$ cat src/rtl/io_bus_pkg.sv
// Shared encodings for the I/O bus controller: address spaces, round FSM states,
// I/O register word offsets and the random-number LFSR step.
package io_bus_pkg;

    localparam logic [1:0] SPACE_PROG = 2'd0;
    localparam logic [1:0] SPACE_DATA = 2'd1;
    localparam logic [1:0] SPACE_IO   = 2'd2;

    typedef enum logic [1:0] {
        ST_IDLE   = 2'd0,
        ST_ARMED  = 2'd1,
        ST_LOCKED = 2'd2
    } state_e;

    localparam int OFF_STATUS = 32'd0;
    localparam int OFF_FIRST  = 32'd1;
    localparam int OFF_RAND   = 32'd2;
    localparam int OFF_CTRL   = 32'd3;
    localparam int OFF_P0     = 32'd4;

    // Fibonacci form, taps 16,14,13,11 seen from the shift-right side
    function automatic logic [15:0] lfsr_next(input logic [15:0] cur);
        return {cur[0] ^ cur[2] ^ cur[3] ^ cur[5], cur[15:1]};
    endfunction

endpackage

$ cat src/rtl/first_arbiter.sv
// Lowest-index priority encoder used to pick the player who buzzed first.
module first_arbiter #(
    parameter int N = 4
) (
    input  logic [N-1:0] i_valid,
    output logic         o_any,
    output logic [2:0]   o_idx
);

    assign o_any = |i_valid;

    // Scan downwards so the lowest asserted index is the last one written
    always_comb begin
        o_idx = 3'd0;
        for (int i = N - 1; i >= 0; i--) begin
            o_idx = i_valid[i] ? 3'(i) : o_idx;
        end
    end

endmodule

$ cat src/rtl/io_bus_ctrl.sv
// Memory-mapped I/O controller: address decode, player display registers, LFSR and
// buzz-in round arbitration. Define IO_BUS_IRQ_EN to add the registered irq output.
module io_bus_ctrl
    import io_bus_pkg::*;
#(
    parameter int                ADDR_W      = 16,
    parameter int                DATA_W      = 16,
    parameter int                NUM_PLAYERS = 4,
    parameter int                PIN_W       = 4,
    parameter logic [ADDR_W-1:0] PROG_TOP    = 16'hA000,
    parameter logic [ADDR_W-1:0] IO_BASE     = 16'hC000,
    parameter logic [15:0]       LFSR_SEED   = 16'hACE1
) (
    input  logic                          clk,
    input  logic                          rst,
    input  logic [ADDR_W-1:0]             adr,
    input  logic [DATA_W-1:0]             writedata,
    input  logic                          memwrite,
    input  logic                          memread,
    input  logic [NUM_PLAYERS-1:0]        player_valid,
    input  logic [NUM_PLAYERS*PIN_W-1:0]  player_code,
    output logic                          mem_en,
    output logic [1:0]                    space,
    output logic [DATA_W-1:0]             readdata,
    output logic                          readvalid,
    output logic [NUM_PLAYERS*DATA_W-1:0] p_regs,
`ifdef IO_BUS_IRQ_EN
    output logic                          irq,
`endif
    output logic [DATA_W-1:0]             rand_val
);

    logic                          w_is_io;
    logic [ADDR_W-1:0]             w_off;
    logic                          w_wr_io;
    logic                          w_rd_io;
    logic                          w_status_wr;
    logic                          w_arm;
    logic                          w_any;
    logic [2:0]                    w_idx;
    logic                          w_irq_stat;
    logic [DATA_W-1:0]             w_p_rd;
    logic [DATA_W-1:0]             w_rdata;

    state_e                        r_state;
    state_e                        w_state_n;
    logic [NUM_PLAYERS-1:0]        r_flags;
    logic [NUM_PLAYERS-1:0]        w_flags_n;
    logic [2:0]                    r_first_id;
    logic [2:0]                    w_first_id_n;
    logic [PIN_W-1:0]              r_first_code;
    logic [PIN_W-1:0]              w_first_code_n;
    logic [15:0]                   r_lfsr;
    logic [NUM_PLAYERS*DATA_W-1:0] r_p_regs;
    logic [DATA_W-1:0]             r_readdata;
    logic                          r_readvalid;

    assign w_is_io     = (adr >= IO_BASE);
    assign w_off       = adr - IO_BASE;
    assign w_wr_io     = memwrite & w_is_io;
    assign w_rd_io     = memread & ~memwrite & w_is_io;
    assign w_status_wr = w_wr_io && (w_off == ADDR_W'(OFF_STATUS));
    assign w_arm       = w_wr_io && (w_off == ADDR_W'(OFF_CTRL)) && writedata[0];

    assign mem_en    = ~w_is_io;
    assign readdata  = r_readdata;
    assign readvalid = r_readvalid;
    assign p_regs    = r_p_regs;
    assign rand_val  = DATA_W'(r_lfsr);

    // Address-space classification for the exmem side
    always_comb begin
        if (adr < PROG_TOP) begin
            space = SPACE_PROG;
        end else if (!w_is_io) begin
            space = SPACE_DATA;
        end else begin
            space = SPACE_IO;
        end
    end

    first_arbiter #(
        .N(NUM_PLAYERS)
    ) u_first_arbiter (
        .i_valid(player_valid),
        .o_any  (w_any),
        .o_idx  (w_idx)
    );

    // Round FSM next state; a STATUS write beats an arm, and an arm swallows same-cycle buzzes
    always_comb begin
        w_state_n      = r_state;
        w_flags_n      = r_flags;
        w_first_id_n   = r_first_id;
        w_first_code_n = r_first_code;
        if (w_status_wr) begin
            w_state_n = ST_IDLE;
            w_flags_n = '0;
        end else if (w_arm) begin
            w_state_n      = ST_ARMED;
            w_flags_n      = '0;
            w_first_id_n   = 3'd0;
            w_first_code_n = '0;
        end else begin
            case (r_state)
                ST_ARMED: begin
                    w_flags_n = r_flags | player_valid;
                    if (w_any) begin
                        w_state_n      = ST_LOCKED;
                        w_first_id_n   = w_idx;
                        w_first_code_n = player_code[w_idx*PIN_W +: PIN_W];
                    end else begin
                        w_state_n = ST_ARMED;
                    end
                end
                ST_LOCKED: w_flags_n = r_flags | player_valid;
                default:   w_state_n = r_state;
            endcase
        end
    end

    // FSM state register
    always_ff @(posedge clk or negedge rst) begin
        if (!rst) begin
            r_state <= ST_IDLE;
        end else begin
            r_state <= w_state_n;
        end
    end

    // Round capture registers, player registers and the free-running LFSR
    always_ff @(posedge clk or negedge rst) begin
        if (!rst) begin
            r_flags      <= '0;
            r_first_id   <= 3'd0;
            r_first_code <= '0;
            r_lfsr       <= LFSR_SEED;
            r_p_regs     <= '0;
        end else begin
            r_flags      <= w_flags_n;
            r_first_id   <= w_first_id_n;
            r_first_code <= w_first_code_n;
            r_lfsr       <= lfsr_next(r_lfsr);
            for (int i = 0; i < NUM_PLAYERS; i++) begin
                if (w_wr_io && (w_off == ADDR_W'(OFF_P0 + i))) begin
                    r_p_regs[i*DATA_W +: DATA_W] <= writedata;
                end
            end
        end
    end

`ifdef IO_BUS_IRQ_EN
    logic r_irq;
    logic w_irq_n;

    assign irq        = r_irq;
    assign w_irq_stat = r_irq;

    // irq rises on the ARMED->LOCKED capture and only a STATUS write drops it
    always_comb begin
        if (w_status_wr) begin
            w_irq_n = 1'b0;
        end else if (!w_arm && (r_state == ST_ARMED) && w_any) begin
            w_irq_n = 1'b1;
        end else begin
            w_irq_n = r_irq;
        end
    end

    // irq register
    always_ff @(posedge clk or negedge rst) begin
        if (!rst) begin
            r_irq <= 1'b0;
        end else begin
            r_irq <= w_irq_n;
        end
    end
`else
    assign w_irq_stat = 1'b0;
`endif

    // Player register read-back; unmatched offsets fall through as zero
    always_comb begin
        w_p_rd = '0;
        for (int i = 0; i < NUM_PLAYERS; i++) begin
            w_p_rd = (w_off == ADDR_W'(OFF_P0 + i)) ? r_p_regs[i*DATA_W +: DATA_W] : w_p_rd;
        end
    end

    // I/O read mux
    always_comb begin
        w_rdata = '0;
        case (w_off)
            ADDR_W'(OFF_STATUS): begin
                w_rdata[NUM_PLAYERS-1:0] = r_flags;
                w_rdata[13:12]           = r_state;
                w_rdata[14]              = w_irq_stat;
                w_rdata[15]              = (r_state == ST_LOCKED);
            end
            ADDR_W'(OFF_FIRST): w_rdata = DATA_W'({r_first_code, 1'b0, r_first_id});
            ADDR_W'(OFF_RAND):  w_rdata = DATA_W'(r_lfsr);
            default:            w_rdata = w_p_rd;
        endcase
    end

    // Registered read port: one-cycle latency, write-only cycles give no pulse
    always_ff @(posedge clk or negedge rst) begin
        if (!rst) begin
            r_readdata  <= '0;
            r_readvalid <= 1'b0;
        end else if (w_rd_io) begin
            r_readdata  <= w_rdata;
            r_readvalid <= 1'b1;
        end else begin
            r_readvalid <= 1'b0;
        end
    end

endmodule

$ cat config.mk
export PLATFORM = sky130hd
export DESIGN_NAME = io_bus_ctrl
export DESIGN_NICKNAME = d
export VERILOG_FILES = /design/src/rtl/io_bus_pkg.sv /design/src/rtl/first_arbiter.sv /design/src/rtl/io_bus_ctrl.sv
export SDC_FILE = /design/constraint.sdc
export NUM_CORES = 1
export LEC_CHECK = 0
export CELL_PAD_IN_SITES_DETAIL_PLACEMENT = 0
export CELL_PAD_IN_SITES_GLOBAL_PLACEMENT = 1
export CORE_ASPECT_RATIO = 1.1
export CORE_MARGIN = 1.5
export CORE_UTILIZATION = 42
export CTS_BUF_LIST = sky130_fd_sc_hd__clkbuf_8
export DETAILED_ROUTE_END_ITERATION = 12
export HOLD_SLACK_MARGIN = 0.06
export PLACE_DENSITY = 0.92
export SYNTH_ARGS = -nofsm -noshare
export SYNTH_HDL_FRONTEND = slang
export SYNTH_SLANG_ARGS = --single-unit
export TNS_END_PERCENT = 50
$ cat constraint.sdc
create_clock -name clk -period 2.8 [get_ports clk]
set_clock_uncertainty 0.05 [all_clocks]
set_input_delay 0.28 -clock clk [delete_from_list [all_inputs] [get_ports clk]]
set_output_delay 0.28 -clock clk [all_outputs]
set_load 0.03 [all_outputs]
**Word level (Yosys, flattened, before mapping)**

Index checks and enable logic that the tools add are counted.

- Multiplexer cells: 27
- Order comparisons: 2
- Bitwise gates (word level): 10
- $add $sub $neg: 1
- Reduce and logical (&&, ||, !) cells: 15
- Shift operators: 1
- Eq/ne operators: 9

Operator list:

| operator | count |
|---|---|
| $eq 16x3->1 const B | 4 |
| $mux 16 | 4 |
| $eq 16x2->1 const B | 2 |
| $mux 4 | 6 |
| $pmux 4 s3 | 2 |
| $pmux 8 s3 | 1 |
| $mux 3 | 6 |
| $eq 16x1->1 const B | 1 |
| $ge 16x16->1 const B | 1 |
| $logic_not 16->1 | 1 |
| $lt 16x16->1 const B | 1 |
| $shiftx 16x6->4 | 1 |
| $sub 16x16->16 const B | 1 |
| $mux 2 | 7 |
| $logic_and 1x1->1 | 7 |
| $reduce_bool 3->1 | 2 |
| $or 4x4->4 | 1 |
| $reduce_bool 2->1 | 2 |
| $reduce_or 4->1 | 1 |
| $and 1x1->1 | 3 |
| $not 1->1 | 3 |
| $reduce_and 3->1 | 1 |
| $xor 1x1->1 | 3 |
| $eq 2x1->1 const B | 1 |
| other kinds (3) | 3 |

- Output and inout bits: 100
- Word-level logic and storage cells: 76
- Register bits after elaboration: 110
- Bits of input ports: 56

**Longest topological paths before layout**

- Word-level depth: 8
- Mapped depth: 7
- Gate-level depth less buffers: 6

**Modules after synthesis**

Synthesis repeated with hierarchy kept, for this count alone.

- Cells, all modules: 389
- Area total of the unflattened synthesis: 5142.4 um^2

By module, submodules not included:

| module | instances | cells each | seq. area each (um^2) | area an instance (um^2) |
|---|---|---|---|---|
| io_bus_ctrl | 1 | 380 | 2762.6 | 5096.1 |
| first_arbiter | 1 | 9 | 0.0 | 46.3 |

**Worst setup path after synthesis**

OpenSTA, ideal clock, no wires.

- Path type: input -> register
- From: input port adr[15]
- To: register r_p_regs[54] (netlist: p_regs[54])
- Data required time: 2.625 ns
- Path buffers: 2
- Path slack: 0.928 ns
- Cell stages on the path: 7
- Data arrival time: 1.697 ns
- Setup time: 0.125 ns
- Cell sequence: and2_1 > buf_2 > nand3_2 > nor3_4 > nand3_4 > buf_6 > mux2_4

- Longest elaborated chain between the ends: 3
- Elaborated cells between the ends (all ways): 5

Ends and longest elaborated chain:

| item | RTL line | source |
|---|---|---|
| from (decl) | io_bus_ctrl.sv:16 | `input logic [ADDR_W-1:0] adr,` |
| $sub 16x16->16 / $ge 16x16->1 (equally long branches) | io_bus_ctrl.sv:59, io_bus_ctrl.sv:58 |  |
| $eq 16x3->1 / $and 1x1->1 (equally long branches) | io_bus_ctrl.sv:145, io_bus_ctrl.sv:60 |  |
| $logic_and 1x1->1 * | io_bus_ctrl.sv:145 | `if (w_wr_io && (w_off == ADDR_W'(OFF_P0 + i))) begin` |
| to (signal, indexed assignment) | io_bus_ctrl.sv:146 | `r_p_regs[i*DATA_W +: DATA_W] <= writedata;` |
| to (decl) | io_bus_ctrl.sv:54 | `logic [NUM_PLAYERS*DATA_W-1:0] r_p_regs;` |

Mark *: on every way between the ends. The rest lies on a longest branch, timed or not.
A chain may end at the register's enable or synchronous reset.

**Worst setup path in the final report**

- From: input port adr[14]
- To: output port space[1]

- Longest elaborated chain between the ends: 3
- Elaborated cells between the ends (all ways): 4

Ends and longest elaborated chain:

| item | RTL line | source |
|---|---|---|
| $ge 16x16->1 | io_bus_ctrl.sv:58 | `assign w_is_io = (adr >= IO_BASE);` |
| $mux 2 | io_bus_ctrl.sv:75 | `end else if (!w_is_io) begin` |
| $mux 2 * | io_bus_ctrl.sv:73 | `if (adr < PROG_TOP) begin` |
| to (decl) | io_bus_ctrl.sv:23 | `output logic [1:0] space,` |

Marked as above.

==> results by group <==
Yosys
  – Synth Cell Area: 0.00502 sq mm
  – Cell taking the most area after synthesis: dfrtp_1
  – Net Count, Synth: 402
  – Top FF cell, synth: dfrtp_1
  – Mapped Avg Cell Area: 14.6 sq um
  – Synth unique cells: 45
  – Fraction of registers with async set/reset: 100%
  – Share of the synthesized area in the top cell type: 50.3%
  – Seq cells post-synth: 109
  – Synth area leaders: dfrtp_1 (50%), mux2_4 (12%), mux4_2 (8.5%)
  – Sequential area share after synthesis: 54.5%
  – Synthesis Warnings: 0
  – Post-synth EDFFs: 0
  – Post-Synthesis Cells: 344

Clock tree
  – Max clock buf depth: 2
  – Post-CTS setup buffer count: 0
  – CTS tree: built
  – TritonCTS Buffers: 9
  – CTS clock-pin slew for the worst setup and hold paths: 0.10 ns
  – Hold_buf cts: 1
  – Clock Tree Root: clkbuf_8
  – H-tree depth: 3
  – Cts repair resizes: 0
  – Clk_lat worst skew: 0.37 ns
  – Clk sinks: 109

Floorplan
  – Io pins: 156
  – Core ar.: 0.0115 sq mm
  – Die X: 107 um
  – Die area: 0.0126 sq mm
  – Chip height: 118 um
  – Starting Density: 43.5%
  – Num rows: 41

Worst setup path
  – R2R Setup Slk: 1.19 ns
  – Critical Path Start Type: primary input
  – Crit path kind: primary input to output port
  – Worst r2r src: r_state[1]
  – Crit path required time: 2.47 ns
  – Arr. time, crit path: 1.75 ns
  – Worst setup EP type: output port
  – Worst setup path start: adr[14]
  – Peak fanout along the critical path: 6

Drt
  – Detailed Route WL: 12.9 mm
  – Number of remaining DRC errors: 0
  – WL per Instance: 19.5 um
  – Vias per inst: 5.39
  – Via count: 3578
  – Initial DRT Pass Iterations: 4
  – 1st-iter DRT viols: 115
  – ANT nets after route: 0

Timing
  – Finish-stage setup viols: 0
  – Worst slew pin tran: 0.600 ns
  – Fin Setup TNS: 0 ns
  – Fmax: 481 MHz
  – Tmin final: 2.08 ns
  – Final Slew Violations: 0
  – Fin. Hold Viols: 0
  – Final Cycle Share: 74.2%
  – Max-slew headroom: 59.9%
  – RSZ-0062 raised after global routing: no

Finish
  – Nets: 567
  – Antenna fix cells: 0
  – Post-layout util: 60.6%
  – Area Growth Syn to Fin: 39.1%
  – Fill cell count: 905
  – Layout cells sized above 1: 26.8%

Placement
  – Final GP Congestion: 0.819
  – IO buf count: 155
  – Hpwl dp: 9.62 mm

Global route
  – Largest net degree at the start of global routing: 110
  – Met1 Use GR: 27.6%
  – Met2 usage: 34.1%
  – First-pass GRT wire length: 20.4 mm
  – Met3 global-route usage: 5.04%
  – Initial antenna violation count: 0
  – Total track usage: 21.1%
  – Gr ovfl total: 0
  – Vias in the first global route: 3718
  – Global route hottest layer: met2

Power and ir drop
  – PD cells: 438 mW/mm^2
  – P_leak: 3.17 nW
  – Peak VDD IR: 269 uV

Worst hold path
  – Worst Hold Class: flip-flop to flip-flop
  – Hold Startpoint: rand_val[6]

Outcome
  – Status: finished clean

Flow run
  – Max Cap Viol: 0
==> per-stage QoR <==
stage	cells	hold slack, ns	power, W	setup slack, ns	instance area (sq um)
finish	664	0.332	0.00306	0.721	6990
global route	664	0.342	0.00317	0.634	6990
CTS	664	0.334	0.00309	0.713	6990
detailed placement	647	0.320	0.00214	0.416	6780
global placement	647	0.319	0.00213	0.456	6780
floorplan	344	-0.0656	0.00189	0.928	5020
==> area by class of cell <==
cell class	count	area [sq um]	share of cell area, %
Clock inverter	7	72.6	1.04
Clock buffer	9	124	1.77
Tap cell	150	188	2.69
Timing Repair Buffer	168	1670	23.9
Inverter	7	26.3	0.376
Sequential cell	109	2740	39.2
Multi-Input combinational cell	214	2170	31.1
==> logic make-up (layout without fill, tap and decap cells) <==
| family | Yosys count | after routing | synth area share [%] |
|---|---|---|---|
| buffers and inverters | 21 | 191 | 2.29 |
| AOI/OAI and AO/OA | 48 | 48 | 6.55 |
| muxes | 90 | 90 | 27.3 |
| DFF | 109 | 109 | 54.5 |
| adders and majority gates | 2 | 2 | 0.498 |
| and+or+nand+nor | 71 | 71 | 8.32 |
| xor gates and xnor gates | 3 | 3 | 0.523 |
==> report_power, final <==
group	internal (W)	total, W	switching [W]	leakage (nW)
sequential	0.00163	0.00167	0.0000380	1.43
clock	0.000417	0.000956	0.000539	0.0960
combinational	0.000210	0.000439	0.000229	1.65
total	0.00226	0.00306	0.000805	3.17
==> flip-flops by register name, indices dropped and copies added, names as in the netlist <==
signal and cells:
p_regs 64, r_first_code 4, r_first_id 2, r_flags 4, r_state 2, rand_val 16, readdata 16, readvalid 1
==> worst max-delay path, stage by stage <==
cell             delay, ns
clkdlybuf4s50_1       0.48
and2_1                0.27
clkdlybuf4s50_1       0.72
==> Yosys cell counts, types with 2 or more instances <==
| library cell | count |
|---|---|
| nor2b_1 | 5 |
| inv_1 | 7 |
| clkbuf_1 | 4 |
| a21oi_1 | 12 |
| mux2_2 | 28 |
| ha_1 | 2 |
| mux2_4 | 40 |
| buf_6 | 4 |
| o21ai_0 | 9 |
| o211ai_1 | 2 |
| nor2_1 | 33 |
| mux2i_1 | 3 |
| a221oi_1 | 9 |
| nand2_4 | 3 |
| nand2_1 | 11 |
| mux4_2 | 19 |
| a32oi_1 | 4 |
| a22o_1 | 5 |
| xnor2_1 | 2 |
| o2bb2ai_1 | 2 |
| dfrtp_1 | 101 |
| nor4_4 | 2 |
| dfstp_2 | 8 |
| buf_2 | 5 |
| nor3_1 | 4 |
==> placed cells by master, fill, tap and decap left out, types with 2 or more instances in the layout <==
cell | Yosys | final
clkdlybuf4s50_1 | 0 | 153
dfrtp_1 | 101 | 101
mux2_4 | 40 | 40
nor2_1 | 33 | 33
mux2_2 | 28 | 28
mux4_2 | 19 | 19
a21oi_1 | 12 | 12
nand2_1 | 11 | 11
buf_4 | 0 | 11
o21ai_0 | 9 | 9
a221oi_1 | 9 | 9
clkbuf_8 | 0 | 9
dfstp_2 | 8 | 8
inv_1 | 7 | 7
nor2b_1 | 5 | 5
a22o_1 | 5 | 5
nor3_1 | 4 | 4
a32oi_1 | 4 | 4
nand2_4 | 3 | 3
mux2i_1 | 3 | 3
xnor2_1 | 2 | 2
nor4_4 | 2 | 2
o2bb2ai_1 | 2 | 2
o211ai_1 | 2 | 2
ha_1 | 2 | 2
clkinvlp_4 | 0 | 2
inv_6 | 0 | 2
clkinv_2 | 0 | 2
buf_12 | 0 | 2
==> per-layer routing <==
| layer | up-vias | wire (um) |
|---|---|---|
| li1 | 1597 | - |
| met1 | 1830 | 5410 |
| met2 | 130 | 6450 |
| met3 | 21 | 779 |
| met4 | 0 | 300 |
| met5 | - | 0 |
==> path summary, 6_finish.rpt <==
check,depth (start not counted),to
max,3,space[1]
min,0,rand_val[5]
max reg2reg,5,r_first_code[0]
min reg2reg,0,rand_val[5]
max in group asynchronous,3,p_regs[53]
min in group asynchronous,3,p_regs[10]
Power figures use the tool's default switching activity.
